===== config.mk =====
export PLATFORM = sky130hd
export DESIGN_NAME = priority_cases
export DESIGN_NICKNAME = d
export VERILOG_FILES = /design/src/rtl/priority_cases.sv
export SDC_FILE = /design/constraint.sdc
export NUM_CORES = 1
export LEC_CHECK = 0
export ABC_AREA = 0
export CORE_AREA = 3 3 40 42
export CTS_BUF_LIST = sky130_fd_sc_hd__clkbuf_4 sky130_fd_sc_hd__clkbuf_8
export DETAILED_ROUTE_END_ITERATION = 10
export DIE_AREA = 0 0 43 45
export PLACE_DENSITY = 0.39
export SLEW_MARGIN = 25
export SYNTH_ARGS = -nofsm -noshare
export SYNTH_HDL_FRONTEND = slang
export SYNTH_SLANG_ARGS = --single-unit

===== constraint.sdc =====
create_clock -name clk -period 1 [get_ports clk]
set_input_delay 0.2 -clock clk [delete_from_list [all_inputs] [get_ports clk]]
set_output_delay 0.2 -clock clk [all_outputs]
set_load 0.01 [all_outputs]

===== src/rtl/priority_cases.sv =====
`default_nettype none
// ============================================================================
//  Module   : priority_cases
//  Purpose  : Registered N-bit priority circuit. The most-significant set bit
//             of d is presented one-hot on q, one clock after capture.
//  Revision : 1.0 - initial release
//
//  Parameters
//    WIDTH  - request/grant vector width, 1..32 (default 4)
//    IDX_W  - index width, max(1, clog2(WIDTH)); derived, not overridable
//
//  Ports
//    clk    in   1      rising-edge clock
//    reset  in   1      synchronous active-high reset (overrides en)
//    en     in   1      capture enable; outputs hold while low
//    d      in   WIDTH  request vector, bit WIDTH-1 has highest priority
//    q      out  WIDTH  registered one-hot grant, zero when no request
//    valid  out  1      registered "captured d was non-zero"
//    idx    out  IDX_W  registered binary position of the grant
//                       (present only with PRIOR_CASES_INDEX_EN)
//
//  Build option
//    PRIOR_CASES_INDEX_EN - when defined, adds the idx port and its register.
// ============================================================================
module priority_cases #(
    parameter  int WIDTH = 4,
    localparam int IDX_W = (WIDTH > 1) ? $clog2(WIDTH) : 1
) (
    input  logic             clk,
    input  logic             reset,
    input  logic             en,
    input  logic [WIDTH-1:0] d,
    output logic [WIDTH-1:0] q,
`ifdef PRIOR_CASES_INDEX_EN
    output logic [IDX_W-1:0] idx,
`endif
    output logic             valid
);

    logic [WIDTH-1:0] w_grant;
    logic [WIDTH-1:0] r_q;
    logic             r_valid;

    // Scan from LSB upward so the highest set bit is the last one written;
    // clearing before each write keeps the result strictly one-hot.
    always_comb begin
        w_grant = '0;
        for (int i = 0; i < WIDTH; i++) begin
            if (d[i]) begin
                w_grant    = '0;
                w_grant[i] = 1'b1;
            end
        end
    end

    always_ff @(posedge clk) begin
        if (reset) begin
            r_q     <= '0;
            r_valid <= 1'b0;
        end else if (en) begin
            r_q     <= w_grant;
            r_valid <= |d;
        end
    end

    assign q     = r_q;
    assign valid = r_valid;

`ifdef PRIOR_CASES_INDEX_EN
    logic [IDX_W-1:0] w_idx;
    logic [IDX_W-1:0] r_idx;

    // Same upward scan as the grant; stays 0 when d is all zero.
    always_comb begin
        w_idx = '0;
        for (int i = 0; i < WIDTH; i++) begin
            if (d[i]) begin
                w_idx = IDX_W'(i);
            end
        end
    end

    always_ff @(posedge clk) begin
        if (reset) begin
            r_idx <= '0;
        end else if (en) begin
            r_idx <= w_idx;
        end
    end

    assign idx = r_idx;
`endif

endmodule
`default_nettype wire


== Yosys cells after proc, flatten, opt, wreduce, memory -nomap -nowiden ==
Index checks and enable logic that the tools add are counted.

* Bits in registers: 5
* Latch bits: 0
* Bits in writable memories: 0
* Memory bits (read-only): 0
* Input port bits: 7
* Memories: 0

* Add/sub/neg operators: 0
* Multiply operators: 0
* Divide/modulo/power cells: 0
* Magnitude comparators: 0
* Eq/ne operators: 0
* Shift-type cells: 0
* Muxes and demuxes: 4
* Bitwise operators: 0
* Reductions and logical operators: 1

{| class="wikitable"
|+ Operator list
! kind !! count
|-
| $mux W4 || 3
|-
| $reduce_or A4 Y1 || 1
|-
| $mux W1 || 1
|}

== Depth between registers and ports, before layout ==
Gate-level depths: netlist of the first run.

* Word-level depth: 4
* Depth in mapped cells: 3
* Gate-level depth less buffers: 2

== Worst setup path before layout of the first run ==
No wires, ideal clock.

* Kind: input-to-reg
* Start point: in en
* End point: reg r_q[0], in the netlist q[0]
* Setup time: 116 ps
* Arrival time: 652 ps
* Slack: 232 ps
* Stages on the path: 3
* Cell sequence: buf_6 > nor4b_4 > a31o_2

{| class="wikitable"
|+ RTL lines
! what !! RTL line !! text
|-
| from (decl) || 31 || <nowiki>input logic en,</nowiki>
|-
| to (signal assigned) || 61 || <nowiki>r_q <= w_grant;</nowiki>
|-
| to (decl) || 41 || <nowiki>logic [WIDTH-1:0] r_q;</nowiki>
|}

== Final worst setup path of the first run ==
* Start point: in d[1]
* End point: reg r_q[0], in the netlist q[0]

* Word-level cells in the longest chain between the ends: 3

{| class="wikitable"
|+ RTL lines
! what !! RTL line !! text
|-
| from (decl) || 32 || <nowiki>input logic [WIDTH-1:0] d,</nowiki>
|-
| $mux W4 (3 in a row) || 49 || <nowiki>if (d[i]) begin</nowiki>
|}

Every way passes these cells.
A chain may end at the register's enable or synchronous reset.

==> results of run 1 <==
==> layer usage <==
metal  track usage  up-vias
met2        0.0988       12
met1        0.0821      109
met4        0.0542        0
li1              -      119
met5             0        -
met3        0.0239        4
==> worst min-delay path: stages <==
cell                             delay (ps)
sky130_fd_sc_hd__dlymetal6s2s_1         170
sky130_fd_sc_hd__nand3b_1               100
sky130_fd_sc_hd__a21oi_1                 60
==> where the power goes <==
| part | leakage, nW | switching (mW) | internal (mW) | total (mW) |
|---|---|---|---|---|
| Sequential | 0.0410 | 0.00410 | 0.209 | 0.213 |
| Combinational | 0.158 | 0.0334 | 0.0552 | 0.0886 |
| Clock | 0.0184 | 0.0889 | 0.178 | 0.267 |
==> logic make-up (layout without fill, tap and decap cells) <==
group                  count (synthesis)  after routing
buffers and inverters                  3             25
AO/OA/AOI/OAI                          4              4
multiplexers                           1              1
flip-flops                             5              5
AND/OR/NAND/NOR                        8              8
==> sequential cells by signal (all words and copies together), names as in the netlist <==
register  count
valid         1
q             4
==> repair_timing <==
item / 4_1_cts / 5_1_grt
setup endpoints to repair: 5 / 5
setup buffers: 0 / 0
resized for setup: 18 / 5
==> layout by cell type (no fill, tap or decap), types with 2 or more instances in the layout <==
master	n
sky130_fd_sc_hd__nor2_1	2
sky130_fd_sc_hd__buf_2	5
sky130_fd_sc_hd__a21oi_1	2
sky130_fd_sc_hd__inv_1	2
sky130_fd_sc_hd__nand2b_1	2
sky130_fd_sc_hd__dlymetal6s2s_1	3
sky130_fd_sc_hd__buf_4	8
sky130_fd_sc_hd__clkdlybuf4s50_1	3
sky130_fd_sc_hd__clkbuf_4	4
sky130_fd_sc_hd__dfxtp_1	5
==> path summary, 6_finish.rpt <==
path         cells past startpoint  endpoint
min                              3      q[2]
min reg2reg                      2      q[3]
max                              3      q[0]
max reg2reg                      2      q[0]
==> final cells by class <==
class                           count  area [µm²]
Sequential cell                     5         100
Clock buffer                        4        30.0
Inverter                            2        7.51
Multi-Input combinational cell     13         106
Timing Repair Buffer               19         153
Fill cell                         138         870
Tap cell                           15        18.8
==> flow_summary.ini, run 1 <==
[status]
status = finished clean

[cts]
clkSlewWorstSetupHoldPaths_ps = 50
cts-buffers-inserted = 3
insertion_delay_ps = 240
root_buffer = sky130_fd_sc_hd__clkbuf_4
cts_tree = yes
cts_hold_repair.buffers = 0
clock_sinks = 5
h-tree-depth = 1
clock_path_buffers = 2

[synthesis]
ys_ff_latch = 5
post_synth_and_or_nand_nor_area_fraction = 0.311
synthCells = 21
yosys.cell_types.count = 13
ys.flop_type = sky130_fd_sc_hd__dfxtp_1
post_synth_main_area_contributors = sky130_fd_sc_hd__dfxtp_1 44%, sky130_fd_sc_hd__nor4b_4 11%, sky130_fd_sc_hd__nand2b_1 5.6%, sky130_fd_sc_hd__buf_6 5.0%, sky130_fd_sc_hd__nand4bb_1 5.0%
synthAdderAreaFrac = 0
post_synth_mux_area_share = 0.0444
yosysWarningCount = 0
synth_top_cells_by_count = 5 x sky130_fd_sc_hd__dfxtp_1, 2 x sky130_fd_sc_hd__a21oi_1, 2 x sky130_fd_sc_hd__inv_1, 2 x sky130_fd_sc_hd__nand2b_1, 2 x sky130_fd_sc_hd__nor2_1
synth.yosys.seq_area_share = 0.444
syn_area_per_cell_um2 = 10.7
syn-cell-area_um2 = 225
post_synthesis_net_count = 28
synthDominantAreaCellType = sky130_fd_sc_hd__dfxtp_1
asyncSetResetFlopFracSynth = 0
yosys.cell_count.top_type = sky130_fd_sc_hd__dfxtp_1
synth_top_family_by_area = simple AND/OR/NAND/NOR gates
post_synth_xor_area_fraction = 0
synth-compound-area-share = 0.117
synth.top_cell.area_share = 0.444
synth_edf_count = 0

[layout]
fin_nets = 51
finish.cell_count_without_fillers = 58
n_antenna_cell = 0
postLayoutCellArea_um2 = 415
finish.utilization = 0.323
final_layout_size_suffix_gt1_frac = 0.442
syn2layout_area_growth_pct = 84.4

[setup_path]
critical_path.n_buffers_inverters = 1
critPathMaxFanout = 2
critPathRequiredTime_ps = 1190
timing.critical_path.slowest_cell_delay_ps = 470
startpoint = d[1]
cp_cell_sequence = clkdlybuf4s50_1, nor4b_4, a31o_2
cp.arrival_ps = 1110
critical-path-top-delay-family = buffers and inverters
regToRegStartpoint = q[0]
critical_path.startpoint_type = input pin
critical_path.endpoint_type = flop
crit_type = input pin to flop
critical_path.slowest_cell = sky130_fd_sc_hd__clkdlybuf4s50_1
reg2reg_slack_ps = 250

[timing]
setup_repair_after_global_routing_missed_its_margin = no
final_cycle_share = 0.920
max-slew-margin-rel = 0.850
hold-worst-slack_ps = 331
setup_total_negative_slack_ps = 0
drv_slew = 0
tightest_slew_ps = 224
finClkSkew_ps = 0
endpoints_failing_hold = 0
final.setup.worst_slack_ps = 80.1
report.final.setup_viol = 0
maxClockFrequency_mhz = 1090
final.min_clock_period_ps = 920

[global_route]
gr-total-overflow = 0
grt_pass1_vias = 226
grt_use_total = 0.0683
number_of_antenna_violations_at_the_first_check_in_global_routing = 0
largest_net_degree_at_the_start_of_global_routing = 5
grt_pass1_wl_um = 931

[die]
chipHeight_um = 45
width_of_the_die_um = 43
floorplan.initialDensity = 0.175
fp-row-count = 13
die_area_um2 = 1940
num_io_pins = 12
core_area_um2 = 1280

[power]
total_power_mw = 0.568
power_density_nw_per_um2 = 1370
ir_worst_vdd_uv = 551
cellLeakagePower_nw = 0.218

[route]
routed-wl-met3_um = 59
maxUsedRoutingLayer = met4
routedWlPerCell_um = 9.91
routedLengthMet1_um = 248
antenna_violating_nets_post_route = 0
overall_via_count_from_detail_route = 244
route.detailed.vias_per_inst = 4.21
detail_route.drc_violations = 0
routed-wl-met2_um = 246
dr.first_iter.drc_count = 1
dr.pass1.iters = 2
detail_route.wirelength_um = 575

[hold_path]
hold_path_class = input pin to flop
worst_hold_startpoint = d[2]

[job]
cap_viol_max_count = 0

[place]
hpwl_um = 475
instance_area_after_placement_um2 = 403
port_buffer_cells = 11
post-place-ws_ps = -239
placed_cells = 54
gp_congestion = 0.684
Note: power is estimated with default switching activity, not from simulation.
==> run 2, diff against run 1 <==
==> constraint.sdc (replaced) <==
create_clock -name clk -period 1.1 [get_ports clk]
set_input_delay 0.22 -clock clk [delete_from_list [all_inputs] [get_ports clk]]
set_output_delay 0.22 -clock clk [all_outputs]
set_load 0.01 [all_outputs]
==> flow_summary.ini, run 2 (synthesis results as in run 1) <==
[global_route]
largest_net_degree_at_the_start_of_global_routing = 5
grt_pass1_wl_um = 972
gr-total-overflow = 0
grt_use_total = 0.0726
number_of_antenna_violations_at_the_first_check_in_global_routing = 0
grt_pass1_vias = 233

[timing]
maxClockFrequency_mhz = 944
setup_total_negative_slack_ps = 0
setup_repair_after_global_routing_missed_its_margin = no
max-slew-margin-rel = 0.855
drv_slew = 0
finClkSkew_ps = 0
tightest_slew_ps = 217
final_cycle_share = 0.963
endpoints_failing_hold = 0
final.setup.worst_slack_ps = 41.1
final.min_clock_period_ps = 1060
report.final.setup_viol = 0

[cts]
cts_tree = yes
root_buffer = sky130_fd_sc_hd__clkbuf_4
post_cts.repair.setup_buffers = 0
h-tree-depth = 1
cts-buffers-inserted = 3
insertion_delay_ps = 240
clock_path_buffers = 2
clkSlewWorstSetupHoldPaths_ps = 40
clock_sinks = 5

[layout]
n_antenna_cell = 0
syn2layout_area_growth_pct = 83.3
layout_common_cells = 6 x sky130_fd_sc_hd__clkdlybuf4s50_1, 6 x sky130_fd_sc_hd__buf_4, 5 x sky130_fd_sc_hd__dfxtp_1, 4 x sky130_fd_sc_hd__clkbuf_4, 4 x sky130_fd_sc_hd__dlygate4sd2_1
finish.utilization = 0.321
fin_nets = 49
final_layout_size_suffix_gt1_frac = 0.293
flip_flop_count_of_the_largest_register_after_layout = 4

[power]
cellLeakagePower_nw = 0.188
power_switching_share = 0.223
ir_worst_vdd_uv = 460
seq_power_share = 0.372
p_comb_frac = 0.158
net-switching-power_mw = 0.116
total_power_mw = 0.519
power_density_nw_per_um2 = 1260
intPower_mw = 0.403
pwr-share-clk = 0.471

[setup_path]
critical_path.endpoint_type = output port
crit_type = flop to output port
worstRegToRegCells = 2
timing.critical_path.slowest_cell_delay_ps = 320
cp_cell_sequence = dlygate4sd2_1
cp.arrival_ps = 840
critPathMaxFanout = 2
critical_path.slowest_cell = sky130_fd_sc_hd__dfxtp_1
critical_path.startpoint_type = flop
critPathRequiredTime_ps = 880
critical_path.n_buffers_inverters = 1
number_of_logic_stages_on_the_critical_path_including_buffering = 1
critical-path-top-delay-family = flip-flops

[status]
status = finished clean

[route]
routedWlPerCell_um = 10.4
dr.pass1.iters = 2
antenna_violating_nets_post_route = 0
detail_route.wirelength_um = 581
detail_route.drc_violations = 0
dr.first_iter.drc_count = 2
overall_via_count_from_detail_route = 227
route.detailed.vias_per_inst = 4.05

[die]
chipHeight_um = 45
fp-row-count = 13
core_area_um2 = 1280
die_area_um2 = 1940
num_io_pins = 12
width_of_the_die_um = 43
floorplan.initialDensity = 0.175

[place]
hpwl_um = 475
gp_congestion = 0.675
post-place-ws_ps = -163
port_buffer_cells = 11

[job]
cap_viol_max_count = 0

[hold_path]
hold-path-cell-count = 2
hold_path_class = flop to flop
## run 2: area by class of cell
type,count,area (µm²)
clock buffer,4,30.0
sequential,5,100
multi-input combinational,13,106
tap,15,18.8
inverter,2,7.51
timing repair buffer,17,150
fill,140,872
## run 2: routing by layer
metal	share of wire	vias up	track usage
li1	-	113	-
met1	0.45	99	0.0751
met2	0.39	11	0.102
met3	0.10	4	0.0279
met4	0.052	0	0.0904
met5	0	-	0
## run 2: worst register-to-register path, cell delays in order, from the launching register on
cell and delay [ps]:
sky130_fd_sc_hd__dfxtp_1 300, sky130_fd_sc_hd__nor3b_1 130, sky130_fd_sc_hd__a31o_2 210
## run 2: power by group through the flow
stage	clock network (mW)	registers (mW)	logic (mW)
5_1_grt	0.267	0.194	0.0894
3_5_place_dp	0	0.197	0.0879
2_1_floorplan	0	0.200	0.0231
3_3_place_gp	0	0.197	0.0873
4_1_cts	0.256	0.193	0.0832
6_report	0.244	0.193	0.0819
## run 2: final timing paths
kind | start | slack, ps | endpoint
worst min-delay path | q[1] | 460 | q[1]
worst max register to register | q[0] | 350 | q[0]
worst max-delay path | valid | 40 | valid
worst min register to register | q[1] | 460 | q[1]
## run 2: per-stage QoR
step / instance area [µm²] / instances / hold slack [ps]
after floorplan: 225 / 21 / 289
after global placement: 388 / 52 / 454
after detailed placement: 388 / 52 / 470
after CTS: 412 / 56 / 475
after global routing: 413 / 56 / 496
final: 413 / 56 / 464
## run 2: timing repair
action | in CTS | in global routing
gates resized for setup | 5 | 1
cloned | 0 | 0
hold buffers | 0 | 0
pin swaps | 0 | 0
setup endpoints to repair | 5 | 1
